--- src/rtl/afifo_pkg.sv ---
// Shared definitions for the async FIFO write-side engine.
package afifo_pkg;

  // Write-engine FSM states, also exported on the debug state port.
  typedef enum logic [1:0] {
    IDLE  = 2'd0,
    WRITE = 2'd1,
    STALL = 2'd2
  } afifo_wr_state_e;

  // Raw state constants used by the FSM register.
  localparam logic [1:0] ST_IDLE  = 2'd0;
  localparam logic [1:0] ST_WRITE = 2'd1;
  localparam logic [1:0] ST_STALL = 2'd2;

  // Stall-timer width: enough bits to reach the timeout value, never below 1.
  function automatic int timer_width(input int full_timeout);
    return (full_timeout < 1) ? 1 : $clog2(full_timeout + 1);
  endfunction

endpackage

--- src/rtl/afifo_evt_counter.sv ---
// Wrapping event counter: counts single-cycle inc pulses, clears on sync reset.
module afifo_evt_counter #(
  parameter int CNT_WIDTH = 16
) (
  input  logic                 clk,
  input  logic                 rst,
  input  logic                 inc,
  output logic [CNT_WIDTH-1:0] count
);

  // Count up on each inc; natural overflow gives the wrap.
  always_ff @(posedge clk) begin
    if (rst) begin
      count <= '0;
    end else if (inc) begin
      count <= count + CNT_WIDTH'(1);
    end
  end

endmodule

--- src/rtl/afifo_wr_engine.sv ---
// Write-side engine for the async FIFO. Holds each accepted word on the
// FIFO write port until it commits (winc && !wfull at an edge) or the
// full-timeout expires and the word is dropped.
//
// Handshake: a request word transfers at a wclk edge where req_valid and
// req_ready are both high; req_valid may be raised at any time and the
// word must be held until that edge, req_ready is combinational and never
// depends on req_valid.
module afifo_wr_engine
  import afifo_pkg::*;
#(
  parameter int DATA_WIDTH   = 32,
  parameter int ADDR_WIDTH   = 8,
  parameter int FULL_TIMEOUT = 16,
  parameter int CNT_WIDTH    = 16
) (
  input  logic                  wclk,
  input  logic                  wrst,
  input  logic                  req_valid,
  output logic                  req_ready,
  input  logic [DATA_WIDTH-1:0] req_data,
  input  logic                  wfull,
  output logic                  winc,
  output logic [DATA_WIDTH-1:0] wdata,
  output logic                  busy,
  output logic                  full_notify,
  output logic                  drop,
  output logic [CNT_WIDTH-1:0]  wr_count,
  output logic [CNT_WIDTH-1:0]  drop_count,
  output afifo_wr_state_e       state_dbg
);

  localparam int TW = timer_width(FULL_TIMEOUT);
  localparam logic [TW-1:0] TO_VAL = TW'(FULL_TIMEOUT);

  // ADDR_WIDTH only mirrors the FIFO parameter set; the engine never
  // addresses memory, so it is consumed here and nowhere else.
  if (ADDR_WIDTH > 0) begin : g_addr_parity
  end

  logic [1:0]    state;
  logic [TW-1:0] timer;
  logic          accept;
  logic          timeout_hit;
  logic          wr_inc;
  logic          drop_inc;

  // Request-side ready and the per-cycle event strobes.
  always_comb begin
    req_ready   = (state == ST_IDLE) || ((state == ST_WRITE) && !wfull);
    accept      = req_valid && req_ready;
    timeout_hit = (FULL_TIMEOUT != 0) && (timer == TO_VAL);
    wr_inc      = winc && !wfull;
    drop_inc    = (state == ST_STALL) && wfull && timeout_hit;
    busy        = (state != ST_IDLE);
    state_dbg   = afifo_wr_state_e'(state);
  end

  // FSM, stall timer and registered write-port outputs.
  always_ff @(posedge wclk) begin
    if (wrst) begin
      state       <= ST_IDLE;
      timer       <= '0;
      winc        <= 1'b0;
      wdata       <= '0;
      full_notify <= 1'b0;
      drop        <= 1'b0;
    end else begin
      full_notify <= 1'b0;
      drop        <= 1'b0;
      case (state)
        ST_IDLE: begin
          if (accept) begin
            state <= ST_WRITE;
            wdata <= req_data;
            winc  <= 1'b1;
          end
        end
        ST_WRITE: begin
          if (!wfull) begin
            // Word commits this edge; chain the next one if offered.
            if (accept) begin
              wdata <= req_data;
            end else begin
              state <= ST_IDLE;
              winc  <= 1'b0;
            end
          end else begin
            state       <= ST_STALL;
            full_notify <= 1'b1;
            timer       <= TW'(1);
          end
        end
        ST_STALL: begin
          if (!wfull) begin
            // Commit wins over a timeout reached in the same cycle.
            state <= ST_IDLE;
            winc  <= 1'b0;
            timer <= '0;
          end else if (timeout_hit) begin
            state <= ST_IDLE;
            winc  <= 1'b0;
            drop  <= 1'b1;
            timer <= '0;
          end else begin
            timer <= timer + TW'(1);
          end
        end
        default: begin
          state <= ST_IDLE;
          winc  <= 1'b0;
          timer <= '0;
        end
      endcase
    end
  end

  afifo_evt_counter #(.CNT_WIDTH(CNT_WIDTH)) u_wr_cnt (
    .clk   (wclk),
    .rst   (wrst),
    .inc   (wr_inc),
    .count (wr_count)
  );

  afifo_evt_counter #(.CNT_WIDTH(CNT_WIDTH)) u_drop_cnt (
    .clk   (wclk),
    .rst   (wrst),
    .inc   (drop_inc),
    .count (drop_count)
  );

endmodule

--- config.mk ---
export PLATFORM = sky130hd
export DESIGN_NAME = afifo_wr_engine
export DESIGN_NICKNAME = d
export VERILOG_FILES = /design/src/rtl/afifo_pkg.sv /design/src/rtl/afifo_evt_counter.sv /design/src/rtl/afifo_wr_engine.sv
export SDC_FILE = /design/constraint.sdc
export NUM_CORES = 1
export LEC_CHECK = 0
export BUFFER_PORTS_ARGS = -buffer_cell sky130_fd_sc_hd__clkbuf_2
export CAP_MARGIN = 20
export CORE_ASPECT_RATIO = 0.8
export CORE_MARGIN = 3
export CORE_UTILIZATION = 25
export CTS_BUF_LIST = sky130_fd_sc_hd__clkbuf_16
export CTS_CLUSTER_DIAMETER = 40
export CTS_CLUSTER_SIZE = 28
export DETAILED_ROUTE_END_ITERATION = 7
export PLACE_DENSITY = 0.41
export SYNTH_ARGS = -nofsm -noshare
export SYNTH_HDL_FRONTEND = slang
export SYNTH_HIERARCHICAL = 1
export SYNTH_SLANG_ARGS = --single-unit
--- constraint.sdc ---
create_clock -name wclk -period 2.71 [get_ports wclk]
set_input_delay 0.542 -clock wclk [delete_from_list [all_inputs] [get_ports wclk]]
set_output_delay 0.542 -clock wclk [all_outputs]
set_load 0.03 [all_outputs]
; Yosys cells after proc, flatten, opt, wreduce, memory -nomap -nowiden
; Cells that the tools add are included.
[word_totals]
register_bits = 74
inputBits = 36
output_inout_bits = 71
elab_cells = 61
[op_classes]
add_sub_neg = 3
eq_ne = 9
muxes = 21
n_bitwise = 4
n_reduce_logical = 16
[op_table]
columns = cell, n
row1 = 32-bit 2-to-1 mux, 2
row2 = 32-bit case mux with 2 select lines, 1
row3 = "16-bit by 1-bit adder with 16-bit output, second input constant", 2
row4 = 5-bit 2-to-1 mux, 3
row5 = 5-bit case mux with 3 select lines, 1
row6 = 2-bit 2-to-1 mux, 5
row7 = "2-bit inequality test, second input constant", 4
row8 = 1-bit 2-to-1 mux, 7
row9 = "3-bit inequality test, second input constant", 2
row10 = 2-bit case mux with 3 select lines, 1
row11 = "5-bit by 1-bit adder with 5-bit output, second input constant", 1
row12 = "5-bit == test, second input constant", 1
row13 = 1-bit logical AND, 5
row14 = 1-bit NOT, 4
row15 = 2-bit AND reduction, 2
row16 = 4-bit AND reduction, 1
row17 = 2-bit nonzero test, 2
row18 = 1-bit case mux with 3 select lines, 1
row19 = 3-bit AND reduction, 1
row20 = 3-bit OR reduction, 1
row21 = "2-bit by 1-bit == test with 1-bit output, second input constant", 1
row22 = "2-bit == test, second input constant", 1
row23 = 2-bit logical NOT, 1
row24 = 2-bit OR reduction, 1
row25 = other kinds (2), 2

; Depth between registers and ports, before layout
[depth]
word_depth = 7
mapped_depth = 8
ltp_nobuf = 8

; Cells and area by module
; The synthesis kept the hierarchy.
[by_module_without_submodules]
columns = mod, n_inst, cells_per_inst, area_each_um2, seq_area_each_um2
row1 = afifo_wr_engine, 1, 211, 1685.4, 840.8
row2 = afifo_evt_counter, 2, 83, 757.0, 320.3

; Worst setup path before layout
; No wires, ideal clock.
[synth_timing]
path_kind = register to register
start = register state[1] (netlist: state_dbg[1])
end = register u_drop_cnt.count[13]
setup_time_ns = 0.070
arrival_time_ns = 2.233
required_time_ns = 2.640
slack_ns = 0.407
path_stages_with_launch = 8
path_buffers = 0
period_less_slack_ns = 2.303
cell_sequence = dfxtp_1 > ha_1 > nand2_1 > nor2_1 > nand4_4 > nor4_4 > or3b_1 > a21oi_1
[synth_via]
elab_chain_len = 3
[synth_lines]
columns = element, line_no
row1 = "start, declared", afifo_wr_engine.sv:41  ; logic [1:0] state;
row2 = "start signal, assigned", afifo_wr_engine.sv:62  ; state <= ST_IDLE;
row3 = "start signal, assigned", afifo_wr_engine.sv:74  ; state <= ST_WRITE;
row4 = "start signal, assigned", afifo_wr_engine.sv:85  ; state <= ST_IDLE;
row5 = 2-bit == test, afifo_wr_engine.sv:54  ; drop_inc = (state == ST_STALL) && wfull && timeout_hit;
row6 = 1-bit logical AND (2 in a row), afifo_wr_engine.sv:54
row7 = net drop_inc, afifo_wr_engine.sv:46  ; logic drop_inc;
row8 = "end signal, assigned", afifo_evt_counter.sv:16  ; count <= count + CNT_WIDTH'(1);
row9 = "end, declared", afifo_evt_counter.sv:8  ; output logic [CNT_WIDTH-1:0] count
; The timed path passes the listed nets, and every way through them passes these cells.
; A chain may end at the register's enable or synchronous reset.

; Worst setup path after layout
[layout_timing]
start = register timer[0]
end = register u_drop_cnt.count[13]
[layout_via]
elab_chain_len = 2
[layout_lines]
columns = element, line_no
row1 = "start, declared", afifo_wr_engine.sv:42  ; logic [TW-1:0] timer;
row2 = "start signal, assigned", afifo_wr_engine.sv:106  ; timer <= timer + TW'(1);
row3 = 5-bit == test, afifo_wr_engine.sv:52  ; timeout_hit = (FULL_TIMEOUT != 0) && (timer == TO_VAL);
row4 = 1-bit logical AND, afifo_wr_engine.sv:54
row5 = net drop_inc, afifo_wr_engine.sv:46
; The timed path passes the listed nets, and every way through them passes these cells.

==> impl_metrics.env <==
export IMPL_row_count=36
export IMPL_intPower_mw=1.994
export IMPL_cts_sinks=74
export IMPL_area_growth_pct=31.72
export IMPL_slew_headroom_pct=42.24
export IMPL_dp_hpwl_um=6111
export IMPL_track_usage_pct=12.60
export IMPL_cts_tree="done"
export IMPL_status="finished, final reports clean"
export IMPL_die_area_um2=14200
export IMPL_vias_per_cell=4.292
export IMPL_ios=107
export IMPL_fin_setup_tns_ps=0
export IMPL_hold_path_class="in -> reg"
export IMPL_drc=0
export IMPL_cp_top_family="simple AND/OR/NAND/NOR gates"
export IMPL_antenna_found_initial=0
export IMPL_syn_num_nets=421
export IMPL_drive_gt1_share_pct=29.77
export IMPL_ys_types=42
export IMPL_final_cell_mix="clkbuf_2, nand2_1, dfxtp_1"
export IMPL_cts_reportedPaths_clkPinSlew_ps=60
export IMPL_overflow=0
export IMPL_rsz0062_at_grt="no"
export IMPL_cts_inserted_buffers=9
export IMPL_start_util_pct=25.92
export IMPL_die_y_um=107.2
export IMPL_post_drt_wl_per_cell_um=12.94
export IMPL_placed_area_um2=3926
export IMPL_seq_power_share_pct=42.0
export IMPL_p_leak_nw=1.791
export IMPL_maxSlewViolCount=0
export IMPL_core_um2=12340
export IMPL_setup_viol=0
export IMPL_grt_pass1_wl_um=14520
export IMPL_crit_buf_inv=2
export IMPL_worstMarginPinSlew_ps=866.3
export IMPL_drt_initial_drc_count=122
export IMPL_crit_fanout=8
export IMPL_layout_setup_ws_ps=521.0
export IMPL_fin_crit_ps=2189
export IMPL_synth_seq_cells=74
export IMPL_port_buffers=106
export IMPL_cts_resized=0
export IMPL_synthArstFlopShare_pct=0
export IMPL_firstDrtPassIters=5
export IMPL_drtAntennaViolNets=0
export IMPL_fin_skew_ps=6.812
export IMPL_yosysSeqAreaShare_pct=46.30
export IMPL_synth_avg_cell_area_um2=8.486
export IMPL_max_clock_path_buffers=2
export IMPL_cts_root_buffer="clkbuf_16"
export IMPL_crit_type="reg -> reg"
export IMPL_vdd_ir_drop_worst_mv=0.2994
export IMPL_maxCapViolations=0
export IMPL_start_kind="flop"
export IMPL_antennaDiodeCount=0
export IMPL_grt_pass1_vias=2880
export IMPL_max_freq_mhz=456.8
export IMPL_final_common_cell="clkbuf_2"
export IMPL_switchingPower_mw=0.8313
export IMPL_design_area_um2=4214
export IMPL_place_congestion=0.7521
export IMPL_drt_total_wl_um=8517
export IMPL_endpoint_kind="flop"
export IMPL_cp_data_arrival_time_ps=2450
export IMPL_power_frac_comb_pct=17.0
export IMPL_pre_cts_ws_ps=420.0
export IMPL_power_density_nw_per_um2=670.4
export IMPL_netlist_area_um2=3199
export IMPL_swShare_pct=29.42
export IMPL_num_fill_cells=1347
export IMPL_yosys_warnings=6
export IMPL_die_w_um=132.5
export IMPL_nNetsFinal=526
export IMPL_grt_max_degree=41
export IMPL_synth_edf_count=0
export IMPL_hold_viol=0
export IMPL_netlist_instances=377
export IMPL_cp_slowest_cell="or3b_1"
export IMPL_max_stage_delay_ps=380
export IMPL_power_frac_clock_pct=41.0
export IMPL_synth_main_ff_cell="dfxtp_1"
export IMPL_crit_required_ps=2970
export IMPL_cts_setup_buffers=0
export IMPL_crit_path_cell_trace="inv_1 > ha_1 > nand4bb_1 > nor2_1 > buf_4 > nand4_4 > nor4_4 > or3b_1 > a21oi_1"
export IMPL_htree_levels=3
export IMPL_vias=2824
export IMPL_clock_latency_ps=330
export IMPL_hold_buffers=0
export IMPL_finalCritPeriodShare_pct=80.77
## path summary, 6_finish.rpt
kind                startpoint  slack [ps]  cells after the start                   end
setup / recovery      timer[0]         520                      9  u_drop_cnt/count[13]
hold / removal    req_data[20]         430                      3             wdata[20]
hold reg to reg      wdata[26]         460                      2             wdata[26]
setup reg to reg      timer[0]         520                      9  u_drop_cnt/count[13]
## layout make-up
type | count | area (µm²) | area share [%]
Timing Repair Buffer | 112 | 588.1 | 13.95
Clock buffer | 9 | 225.2 | 5.344
Inverter | 13 | 48.80 | 1.158
Tap cell | 171 | 214.0 | 5.077
Sequential cell | 74 | 1481 | 35.15
Clock inverter | 7 | 62.56 | 1.485
Multi-Input combinational cell | 272 | 1594 | 37.83
## sequential cells by signal, indices dropped and copies added, names as in the netlist
register,cells
wdata,32
u_drop_cnt/count,16
u_wr_cnt/count,16
timer,5
state_dbg,2
drop,1
full_notify,1
winc,1
## stage by stage
stage	hold WS, ps	std cells	power [mW]	utilization, %
2_1_floorplan	461.5	377	1.534	-
6_report	427.3	658	2.825	34.14
3_3_place_gp	442.4	642	1.698	31.81
4_1_cts	416.3	658	2.884	34.14
3_5_place_dp	446.5	642	1.701	31.81
5_1_grt	418.4	658	2.978	34.14
## cells by family after synthesis
| kind of cell | Yosys count | synth area share [%] |
|---|---|---|
| AND/OR/NAND/NOR | 177 | 27.92 |
| flip-flops | 74 | 46.30 |
| AO/OA/AOI/OAI | 59 | 10.52 |
| buffers and inverters | 31 | 3.989 |
| XOR/XNOR | 20 | 5.475 |
| multiplexers | 8 | 2.659 |
| adder cells (fa/ha/maj) | 8 | 3.129 |
## worst reg2reg max path, cell delays in order, from the launching register on
cell	delay, ps
dfxtp_1	350
inv_1	70
ha_1	150
nand4bb_1	180
nor2_1	170
buf_4	170
nand4_4	160
nor4_4	340
or3b_1	380
a21oi_1	150
## power by group through the flow
stage	sequential (mW)	clock, mW	combinational, mW
2_1_floorplan	1.32	0	0.212
3_3_place_gp	1.21	0	0.490
3_5_place_dp	1.21	0	0.491
4_1_cts	1.19	1.21	0.491
5_1_grt	1.20	1.26	0.528
6_report	1.19	1.16	0.480
## Yosys cell counts (all sizes together), types with 2 or more instances
cell	count	area share (%)
o21ai	5	0.78
a31oi	2	0.39
clkbuf	14	1.6
inv	13	1.5
ha	8	3.1
nor4	8	2.5
nor4b	2	0.94
or2	2	0.39
mux2i	4	1.3
a21oi	44	7.2
or3b	2	0.55
mux2	4	1.4
or4	3	0.70
o41ai	2	0.55
nand2b	3	0.59
nand3	10	1.6
or3	2	0.39
buf	4	0.82
nor3	8	1.3
nor2	37	4.3
a31o	2	0.55
and3	3	0.59
xnor2	12	3.3
xor2	8	2.2
nand4	7	2.7
nand2	83	9.7
dfxtp	74	46
nor2b	3	0.59
## layer usage
layer | up-vias | routed length (µm) | global-route usage [%]
met4 | 0 | 70 | 3.932
met2 | 54 | 3831 | 19.96
li1 | 1482 | - | -
met3 | 6 | 466 | 4.831
met1 | 1282 | 4149 | 15.90
met5 | - | 0 | 0
(Power assumes the default switching activity.)
